`src/rtl/div_pkg.sv`:
```
// Shared definitions for the sequential restoring divider.
//   div_state_t : controller state encoding (IDLE, ITER, DONE)
//   DIV0_Q_BIT  : fill bit for the quotient reported on divide-by-zero
package div_pkg;

  typedef enum logic [1:0] {
    IDLE = 2'd0,
    ITER = 2'd1,
    DONE = 2'd2
  } div_state_t;

  // Quotient on divide-by-zero is all ones; replicated to WIDTH at the use site.
  localparam bit DIV0_Q_BIT = 1'b1;

endpackage

```
`src/rtl/div_step.sv`:
```
// One restoring-division step (combinational).
// Ports:
//   r      : current partial remainder (low WIDTH bits; bit WIDTH is always 0 between steps)
//   q_msb  : next dividend bit shifted into the remainder
//   d      : divisor
//   r_next : partial remainder after this step
//   q_bit  : quotient bit produced by this step
module div_step #(
  parameter int WIDTH = 32
) (
  input  logic [WIDTH-1:0] r,
  input  logic             q_msb,
  input  logic [WIDTH-1:0] d,
  output logic [WIDTH-1:0] r_next,
  output logic             q_bit
);

  logic [WIDTH:0] rs;
  logic [WIDTH:0] diff;
  logic           borrow;

  always_comb begin
    rs     = {r, q_msb};
    diff   = rs - {1'b0, d};
    borrow = diff[WIDTH];
    q_bit  = ~borrow;
    // When the subtract succeeds the result is below D; when it borrows, Rs
    // itself is below D. Either way the top bit is zero, so WIDTH bits carry R.
    r_next = borrow ? rs[WIDTH-1:0] : diff[WIDTH-1:0];
  end

endmodule

```
`src/rtl/div_seq_ctrl.sv`:
```
// Multi-cycle unsigned restoring divider controller, one quotient bit per clock.
// Ports:
//   clk, rst_n          : clock (rising edge), async active-low reset
//   start               : request, accepted when busy=0 (IDLE or DONE)
//   dividend, divisor   : operands, sampled with an accepted start
//   busy                : high while iterating
//   done                : one-cycle pulse when results become valid
//   quotient, remainder : results, held until the next completion
//   div_by_zero         : set with done when divisor was zero
module div_seq_ctrl
  import div_pkg::*;
#(
  parameter int WIDTH = 32
) (
  input  logic             clk,
  input  logic             rst_n,
  input  logic             start,
  input  logic [WIDTH-1:0] dividend,
  input  logic [WIDTH-1:0] divisor,
  output logic             busy,
  output logic             done,
  output logic [WIDTH-1:0] quotient,
  output logic [WIDTH-1:0] remainder,
  output logic             div_by_zero
);

  localparam int CNT_W = $clog2(WIDTH);

  div_state_t       state, state_nx;
  logic [WIDTH-1:0] q_sh;
  logic [WIDTH-1:0] d_reg;
  logic [WIDTH-1:0] r_reg;
  logic [CNT_W-1:0] cnt;
  logic [WIDTH-1:0] r_next;
  logic             q_bit;
  logic             accept;
  logic             dv_zero;

  div_step #(.WIDTH(WIDTH)) u_step (
    .r      (r_reg),
    .q_msb  (q_sh[WIDTH-1]),
    .d      (d_reg),
    .r_next (r_next),
    .q_bit  (q_bit)
  );

  assign accept  = start && (state != ITER);
  assign dv_zero = (divisor == '0);
  assign busy    = (state == ITER);
  assign done    = (state == DONE);

  always_ff @(posedge clk or negedge rst_n) begin
    if (!rst_n) state <= IDLE;
    else        state <= state_nx;
  end

  always_comb begin
    state_nx = state;
    unique case (state)
      IDLE, DONE: begin
        if (start) state_nx = dv_zero ? DONE : ITER;
        else       state_nx = IDLE;
      end
      ITER:    if (cnt == '0) state_nx = DONE;
      default: state_nx = IDLE;
    endcase
  end

  always_ff @(posedge clk or negedge rst_n) begin
    if (!rst_n) begin
      q_sh        <= '0;
      d_reg       <= '0;
      r_reg       <= '0;
      cnt         <= '0;
      quotient    <= '0;
      remainder   <= '0;
      div_by_zero <= 1'b0;
    end else if (accept) begin
      if (dv_zero) begin
        quotient    <= {WIDTH{DIV0_Q_BIT}};
        remainder   <= dividend;
        div_by_zero <= 1'b1;
      end else begin
        q_sh  <= dividend;
        d_reg <= divisor;
        r_reg <= '0;
        cnt   <= CNT_W'(WIDTH - 1);
      end
    end else if (state == ITER) begin
      r_reg <= r_next;
      q_sh  <= {q_sh[WIDTH-2:0], q_bit};
      if (cnt == '0) begin
        quotient    <= {q_sh[WIDTH-2:0], q_bit};
        remainder   <= r_next;
        div_by_zero <= 1'b0;
      end else begin
        cnt <= cnt - 1'b1;
      end
    end
  end

endmodule

```
`config.mk`:
```
export PLATFORM = sky130hd
export DESIGN_NAME = div_seq_ctrl
export DESIGN_NICKNAME = d
export VERILOG_FILES = /design/src/rtl/div_pkg.sv /design/src/rtl/div_step.sv /design/src/rtl/div_seq_ctrl.sv
export SDC_FILE = /design/constraint.sdc
export NUM_CORES = 1
export LEC_CHECK = 0
export ABC_AREA = 1
export CAP_MARGIN = 25
export CORE_MARGIN = 5
export CORE_UTILIZATION = 51
export CTS_CLUSTER_SIZE = 14
export DETAILED_ROUTE_END_ITERATION = 16
export PLACE_DENSITY = 0.87
export SETUP_SLACK_MARGIN = 0.1
export SLEW_MARGIN = 40
export SYNTH_ARGS = -nofsm -noshare
export SYNTH_HDL_FRONTEND = slang
export SYNTH_SLANG_ARGS = --single-unit
```
`constraint.sdc`:
```
create_clock -name clk -period 2.11 [get_ports clk]
set_input_delay 0.3165 -clock clk [delete_from_list [all_inputs] [get_ports clk]]
set_output_delay 0.3165 -clock clk [all_outputs]
set_load 0.02 [all_outputs]
```
==> results of run 1 <==
==> worst max-delay path by stage <==
stage	from	depth (start not counted)	endpoint	slack, ps
finish	q_sh[31]	19	r_reg[11]	-410
global route	q_sh[31]	19	r_reg[4]	-480
CTS	d_reg[0]	18	remainder[18]	-280
detailed placement	divisor[29]	11	remainder[9]	-700
global placement	divisor[29]	11	remainder[9]	-710
floorplan	d_reg[0]	18	remainder[21]	20
==> worst register-to-register path: cells and delay by family, from the launching register on <==
kind          cells  cell delay [ps]
fa+ha+maj         2              560
flops             1              370
simple gates     14             1200
buf+inv           3              330
==> placed cells by master, fill, tap and decap left out, drive strengths merged <==
cell type / instances
a21o: 2
bufbuf: 1
inv: 319
o21ai: 123
nand2: 600
and2: 4
clkdlybuf4s50: 111
nand3b: 1
o21bai: 1
dlygate4sd3: 1
xor2: 12
fa: 1
clkinv: 1
dlygate4sd2: 2
nand3: 129
nor2: 127
o31ai: 1
dfrtp: 168
clkinvlp: 6
buf: 217
a22o: 1
bufinv: 2
xnor2: 4
a31oi: 3
dlymetal6s2s: 18
or2: 1
ha: 34
nor4: 5
nor3: 3
nand4: 8
clkbuf: 31
a21oi: 22
==> stage by stage <==
stage / std cells / TNS (ps) / hold WS [ps] / total power [mW] / cell area [sq um]
finish: 2234 / -19990 / 215 / 29.3 / 15700
CTS: 2212 / -14080 / 357 / 26.0 / 14600
global placement: 2176 / -91380 / 259 / 21.6 / 13800
floorplan: 1621 / 0 / 20.9 / 15.4 / 10800
detailed placement: 2176 / -95090 / 255 / 22.1 / 13800
global route: 2234 / -26560 / 231 / 31.1 / 15700
==> layer usage <==
metal / wire length [um] / share of wire (%) / global-route usage (%)
met1: 14100 / 37 / 31.8
met4: 2330 / 6.1 / 13.7
met2: 18800 / 49 / 48.9
met5: 0 / 0 / 0
met3: 2800 / 7.4 / 4.09
==> power by group <==
| group | leakage [nW] | total, mW | internal (mW) | switching, mW |
|---|---|---|---|---|
| registers | 2.07 | 5.70 | 4.71 | 0.986 |
| logic | 6.45 | 20.4 | 8.60 | 11.8 |
| clock network | 0.274 | 3.27 | 1.82 | 1.45 |
| total | 8.80 | 29.3 | 15.1 | 14.2 |
==> cell families (layout without fill, tap and decap cells) <==
family          Yosys count  count (layout)  share of synthesized area [%]
compound gates          153             153                           7.41
flops                   168             168                           39.2
simple gates            877             878                           33.9
xor+xnor                 16              16                           1.31
fa+ha+maj                35              35                           4.15
buf+inv                 372             709                           14.0
==> cell usage after synthesis (3+ instances only) <==
master	count
a21oi_1	22
a31oi_1	3
and2_1	4
buf_2	15
buf_6	9
clkbuf_1	28
dfrtp_1	168
ha_1	34
inv_1	315
nand2_1	591
nand2_2	7
nand3_1	117
nand3_2	12
nand4_1	8
nor2_1	112
nor2_2	15
nor4_1	4
o21ai_0	91
o21ai_1	31
xnor2_1	4
xor2_1	12
==> final cells by class <==
type	count	share of cell area, %
multi-input cells	1082	36.6
flip-flops and latches	168	26.9
repair buffers	362	22.9
inverters	316	7.59
clock buffers	19	2.89
well taps	275	2.20
clock inverters	12	0.903
==> timing repair <==
item,CTS,global route
setup buffers,1,6
endpoints found under the hold margin,36,0
hold buffers,1,0
endpoints found under the setup margin,166,162
gates resized for setup,29,143
cloned,3,16
pin swaps,6,51
==> results.json, run 1 <==
{
  "crit_chain": "inv_2, ha_4, fa_2, inv_2, nand2_2, nand2_2, nand3_2, nand2_2, nand2_2, nand2_4, nand2_4, nand2_4, nand2_4, nand2_8, clkbuf_16, nand3_1, nand2_1, nand2_1, nand2_1",
  "regToRegEndpoint": "r_reg[11]",
  "skew_ps": 13.7,
  "yosys-top-cells-area": "dfrtp_1 39%, nand2_1 21%, inv_1 11%",
  "yosysTopAreaCell": "dfrtp_1",
  "nets": 2049,
  "rows": 53,
  "multiInputGateArea_sq_um": 5740,
  "hold_path.class": "input pin to flop",
  "syn_area_sq_um": 10700,
  "synth.top_cell.area_share_pct": 39.2,
  "cts_tree": "yes",
  "ios": 134,
  "crit_required_ps": 2480,
  "r2r_cells": 19,
  "yosys_warnings": 0,
  "insertion_delay_ps": 450,
  "viasPerCell": 5.36,
  "grt_pass1_vias": 11200,
  "cp_max_fo": 6,
  "layout_setup_ws_ps": -406,
  "grt_start_max_net_pins": 56,
  "synth_edf_count": 0,
  "n_fill_cell": 1401,
  "synth_cell_type_count": 37,
  "slew-limit-headroom_pct": 67.6,
  "cp-start-kind": "flop",
  "portBuffers": 133,
  "hold_viol_final": 0,
  "r2r_start": "q_sh[31]",
  "setup_viol": 66,
  "seq_area_frac_synth_pct": 39.2,
  "grt_pass1_wl_mm": 53.0,
  "core-area_sq_um": 20900,
  "seq_area_sq_um": 4210,
  "min_period_over_period_pct": 119,
  "drt_first_iter_violations": 1375,
  "pre_cts_slack_ps": -700,
  "ys_ff_latch": 168,
  "cts_num_sinks": 168,
  "drive_gt1_share_pct": 21.2,
  "remaining_drc_errors": 0,
  "timing.max_cap.violations": 0,
  "tightest_slew_ps": 486,
  "vias": 12000,
  "clock_path_buffers": 2,
  "fp.dieH_um": 155,
  "ys_async_sr_fraction_pct": 100,
  "die_w_um": 155,
  "min_from": "divisor[18]",
  "dr.pass1.iters": 8,
  "grt_usage_pct": 27.3,
  "dp_hpwl_mm": 23.9,
  "critPathTopFamily": "simple AND/OR/NAND/NOR gates",
  "die-area_sq_um": 24000,
  "synthFlopType": "dfrtp_1",
  "start_util_pct": 51.4,
  "synth_nets": 1723,
  "path_clk_slew_ps": 70,
  "slowest_delay_ps": 390,
  "path_class": "flop to flop",
  "root_buffer": "clkbuf_16",
  "wl_per_cell_um": 17.1,
  "failed_checks": "negative setup slack",
  "numCtsBuffers": 17,
  "r2r_setup_slack_ps": -410,
  "drt-total-wl_mm": 38.1,
  "slew_viol_final": 0,
  "p_per_area_nw_per_um2": 1870,
  "leakage_nw": 8.80,
  "place.gp.congestion": 0.950,
  "synthCells": 1621,
  "fin_crit_ps": 2520,
  "worstSetupEndpointType": "flop",
  "syn_area_per_cell_sq_um": 6.62,
  "cts.htree.levels": 4,
  "clock.fmax_ghz": 0.397,
  "crit_buf_inv": 3,
  "area_growth_syn_to_layout_pct": 45.9,
  "num_antenna_cells": 0,
  "grt_overflow": 0,
  "hold_path_end": "d_reg[18]",
  "utilization_pct": 75.0,
  "rsz0062_at_grt": "yes",
  "vdd_drop_max_uv": 1120,
  "min_path_cells": 4,
  "cp_data_arrival_time_ps": 2880,
  "antenna_left": 0,
  "cp_slowest_cell": "fa_2",
  "status": "complete, but fails checks",
  "antenna_found_initial": 0
}
Note: power is estimated with default switching activity, not from simulation.
==> run 2, diff against run 1 <==
- CORE_UTILIZATION: 51 -> 30
- PLACE_DENSITY: 0.87 -> 0.6
==> run 2 against run 1 <==
Count of clock-buffer cells in the layout shrank 2. Final cell count increased by 9.1%. Global-route usage fell by 9.3 points. The run still ends with negative setup slack left. Setup slack improved by 95 ps. Utilization shrank 30 points. Maximum frequency is 3.9% higher.
==> results.json, run 2 (synthesis gave the netlist of run 1 again) <==
{
  "status": "complete, but fails checks",
  "failed_checks": "negative setup slack",
  "drive_gt1_share_pct": 21.3,
  "path_class": "flop to flop",
  "cp-start-kind": "flop",
  "ios": 134,
  "antenna_found_initial": 0,
  "n_fill_cell": 3632,
  "tns_ps": -18030,
  "worstSetupEndpointType": "flop",
  "min_period_over_period_pct": 115,
  "viasPerCell": 4.49,
  "rows": 69,
  "timing.max_cap.violations": 0,
  "die-area_sq_um": 39600,
  "cts.htree.levels": 4,
  "start_util_pct": 30.3,
  "cts_tree": "yes",
  "vias": 10900,
  "hold_viol_final": 0,
  "root_buffer": "clkbuf_16",
  "place.gp.congestion": 0.895,
  "core-area_sq_um": 35400,
  "dr.pass1.iters": 5,
  "grt_pass1_vias": 10900,
  "area_growth_syn_to_layout_pct": 48.8,
  "cts_num_sinks": 168,
  "grt_start_max_net_pins": 56,
  "die_w_um": 199,
  "slew-limit-headroom_pct": 61.2,
  "layout_setup_ws_ps": -311,
  "skew_ps": 18.6,
  "num_antenna_cells": 0,
  "slew_viol_final": 0,
  "drt_first_iter_violations": 685,
  "fin_crit_ps": 2420,
  "rsz0062_at_grt": "yes",
  "clock_path_buffers": 2,
  "numCtsBuffers": 17,
  "cp_data_arrival_time_ps": 2820,
  "setup_viol": 66,
  "hold_path.class": "input pin to flop",
  "cp_max_fo": 6,
  "p_per_area_nw_per_um2": 1810,
  "insertion_delay_ps": 460,
  "vdd_drop_max_uv": 871,
  "wl_per_cell_um": 15.1,
  "grt_overflow": 0,
  "dp_hpwl_mm": 27.0,
  "nets": 2066,
  "leakage_nw": 9.00,
  "pre_cts_slack_ps": -393,
  "remaining_drc_errors": 0,
  "grt_pass1_wl_mm": 56.6,
  "clock.fmax_ghz": 0.413,
  "path_clk_slew_ps": 70,
  "tightest_slew_ps": 583,
  "grt_usage_pct": 18.1,
  "drt-total-wl_mm": 36.9,
  "antenna_left": 0,
  "final_cell_mix": "578 x nand2_1, 308 x inv_1, 211 x buf_4",
  "fp.dieH_um": 199,
  "portBuffers": 133,
  "crit_required_ps": 2510,
  "final_common_cell": "nand2_1"
}
## run 2: where the power goes
group	leakage, nW	switching [mW]	internal [mW]	total, mW
registers	2.07	0.940	4.71	5.65
clock network	0.303	1.50	1.89	3.40
logic	6.62	11.0	8.78	19.8
total	9.00	13.5	15.4	28.9
## run 2: timing repair
action | 4_1_cts | 5_1_grt
gates resized for setup | 60 | 91
cloned | 3 | 11
pin swaps | 9 | 46
hold endpoints to repair | 48 | 0
hold buffers | 1 | 0
setup buffers | 9 | 4
endpoints found under the setup margin | 67 | 147
## run 2: stage by stage
stage	area [sq um]	util [%]	instances	hold slack [ps]	total power, mW
finish	16000	45.1	2438	206	28.9
global route	16000	45.1	2438	219	31.4
CTS	15300	43.2	2423	416	27.5
detailed placement	14200	40.2	2379	335	22.8
global placement	14200	40.2	2379	324	22.5
floorplan	10800	-	1621	20.9	15.4
## run 2: final timing paths
check / start / to / slack [ps] / cells past startpoint
setup / recovery: q_sh[31] / r_reg[8] / -310 / 20
hold / removal: divisor[17] / d_reg[17] / 210 / 4
setup reg to reg: q_sh[31] / r_reg[8] / -310 / 20
hold reg to reg: cnt[4] / cnt[4] / 490 / 2
max in group asynchronous: rst_n / quotient[23] / 950 / 3
min in group asynchronous: rst_n / cnt[1] / 400 / 2
## run 2: worst max-delay path, cell delays in order, from the launching register on
cell	delay (ps)
dfrtp_1	390
inv_2	80
ha_4	170
fa_2	350
inv_2	60
nand2_1	40
nand2_1	60
nand3_1	70
nand2_1	90
nand2_1	70
nand2_2	100
nand2_4	80
nand2_4	70
nand2_2	60
nand2_4	120
buf_6	140
buf_12	150
nand3_2	80
nand2_1	80
nand2_1	50
nand2_1	60
## run 2: area by class of cell
type                            count  area (sq um)  share of cell area (%)
Clock buffer                       17           425                    2.66
Multi-Input combinational cell   1081          5660                    35.4
Timing Repair Buffer              380          3720                    23.3
Sequential cell                   168          4210                    26.3
Tap cell                          461           577                    3.61
Clock inverter                     15           188                    1.18
Inverter                          316          1190                    7.43
## run 2: layer usage
layer	wire, um	global-route usage [%]	part of all wire (%)	vias to the layer above
li1	-	-	-	5589
met1	15900	22.3	43	5115
met2	18600	32.3	51	204
met5	0	0	0	-
met4	801	5.17	2.2	0
met3	1530	3.20	4.1	41
==> run 3, diff against run 2 <==
- CORE_UTILIZATION: 30 -> 34
- PLACE_DENSITY: 0.6 -> 0.65
==> run 3 against run 2 <==
Utilization increased by 5.8 points. Largest cell class unchanged. Maximum frequency shrank 1.6%. Wire length is 6.3% lower. Highest routed layer unchanged. Critical path depth fell by 1. Flip-flop and latch count unchanged. Total power decreased by 0.11%. The flow still finishes with violations (negative setup slack).
==> results.json, run 3 (synthesis gave the netlist of run 1 again) <==
{
  "antenna_left": 0,
  "tightest_slew_ps": 413,
  "insertion_delay_ps": 440,
  "cp-start-kind": "flop",
  "placed_area_sq_um": 14000,
  "numCtsBuffers": 17,
  "slew_viol_final": 0,
  "finalPower_mw": 28.8,
  "vias": 10800,
  "start_util_pct": 34.2,
  "final_common_cell": "nand2_1",
  "grt_overflow": 0,
  "grt_usage_pct": 19.4,
  "path_clk_slew_ps": 80,
  "fin_crit_ps": 2460,
  "rows": 65,
  "drt_first_iter_violations": 580,
  "slew-limit-headroom_pct": 72.5,
  "failed_checks": "negative setup slack",
  "skew_ps": 16.2,
  "place.gp.congestion": 0.892,
  "crit_required_ps": 2490,
  "p_per_area_nw_per_um2": 1810,
  "clock_path_buffers": 2,
  "min_period_over_period_pct": 117,
  "worstSetupEndpointType": "flop",
  "cp_slowest_cell": "dfrtp_2",
  "setup_viol": 66,
  "drive_gt1_share_pct": 23.2,
  "rsz0062_at_grt": "yes",
  "core-area_sq_um": 31400,
  "grt_pass1_vias": 11000,
  "crit_chain": "ha_4, fa_2, inv_2, nand2_2, nand2_2, nand3_2, nand2_2, nand2_2, nand2_4, nand2_4, nand2_4, nand2_4, nand2_8, buf_12, buf_16, nand3_4, nand2_2, nand2_2, nand2_1",
  "viasPerCell": 4.55,
  "cp_max_fo": 6,
  "leakage_nw": 8.82,
  "layout_setup_ws_ps": -350,
  "ios": 134,
  "status": "complete, but fails checks",
  "final_cell_mix": "558 x nand2_1, 311 x inv_1, 208 x buf_4",
  "stdcell_count": 2374,
  "grt_start_max_net_pins": 61,
  "dp.cells": 2317,
  "remaining_drc_errors": 0,
  "drt-total-wl_mm": 34.6,
  "portBuffers": 133,
  "crit_buf_inv": 3,
  "grt_pass1_wl_mm": 55.6,
  "fp.dieH_um": 188,
  "design_area_sq_um": 16000,
  "timing.max_cap.violations": 0,
  "die-area_sq_um": 35200,
  "die_w_um": 188,
  "root_buffer": "clkbuf_16",
  "cp_data_arrival_time_ps": 2840,
  "cts_num_sinks": 168,
  "n_fill_cell": 3049,
  "min_path_cells": 3,
  "cp.depth": 19,
  "slowest_delay_ps": 460,
  "wl_per_cell_um": 14.6,
  "clock.fmax_ghz": 0.406,
  "critPathTopFamily": "simple AND/OR/NAND/NOR gates",
  "hold_path.class": "input pin to flop",
  "nets": 2061,
  "antenna_found_initial": 0,
  "cts_tree": "yes",
  "path_class": "flop to flop",
  "dp_hpwl_mm": 25.7,
  "vdd_drop_max_uv": 865,
  "hold_viol_final": 0,
  "r2r_cells": 19,
  "dr.pass1.iters": 5,
  "area_growth_syn_to_layout_pct": 48.8,
  "num_antenna_cells": 0,
  "path_common_cell": "nand2_2",
  "cts.htree.levels": 4,
  "utilization_pct": 50.9
}
run 3: cell types whose count changed in the layout (fill, tap and decap cells not counted), moves of 6 or more:
cell / before / now
nand3_4: 10 / 26
buf_6: 6 / 12
o21ai_1: 31 / 22
nand2_1: 578 / 558
nand2_2: 17 / 35
clkbuf_16: 26 / 18
o21ai_2: 1 / 11
dlymetal6s2s_1: 29 / 14
nand3_1: 60 / 41
clkdlybuf4s50_1: 102 / 117
run 3: final timing paths:
path	from	endpoint	slack (ps)
hold reg to reg	quotient[23]	quotient[23]	490
setup reg to reg	d_reg[0]	r_reg[19]	-350
max in group asynchronous	rst_n	cnt[2]	1100
setup / recovery	d_reg[0]	r_reg[19]	-350
min in group asynchronous	rst_n	remainder[10]	360
hold / removal	divisor[6]	d_reg[6]	160
run 3: cell type report:
class	count	area, sq um	share of cell area (%)
repair buffers	375	3530	22.1
clock inverters	13	164	1.03
inverters	316	1190	7.43
multi-input cells	1081	5930	37.1
clock buffers	19	443	2.77
flip-flops and latches	168	4210	26.3
well taps	402	503	3.15
run 3: metrics by stage:
step           hold slack, ps  TNS [ps]  worst slack (ps)
2_1_floorplan            20.9         0              17.9
3_3_place_gp              263    -75660              -591
3_5_place_dp              272    -81480              -645
4_1_cts                   369    -24300              -401
5_1_grt                   187    -28190              -479
6_report                  159    -20000              -350
run 3: layer usage:
metal  share of wire, %  up-vias  track usage (%)
li1                   -     5579                -
met1                 44     4984             24.3
met2                 51      198             35.0
met3                3.4       44             2.81
met4                2.5        0             5.17
met5                  0        -                0
run 3: power breakdown:
part	leakage (nW)	internal [mW]	switching [mW]
logic	6.46	8.69	11.2
clock network	0.295	1.82	1.49
registers	2.07	4.71	0.890
total	8.82	15.2	13.6
run 3: timing repair:
action                                 4_1_cts  5_1_grt
hold buffers                                 1        0
endpoints found under the hold margin       32        0
buffers inserted                             7        7
setup endpoints to repair                  161      160
pin swaps                                   15       40
resized for setup                          105      114
gates cloned                                 7        3
run 3: worst reg2reg max path, delay by kind of cell, from the launching register on:
family / cells / cell delay, ps
AND/OR/NAND/NOR: 14 / 1050
flip-flops: 1 / 460
adder cells (fa/ha/maj): 2 / 550
buffers and inverters: 3 / 350
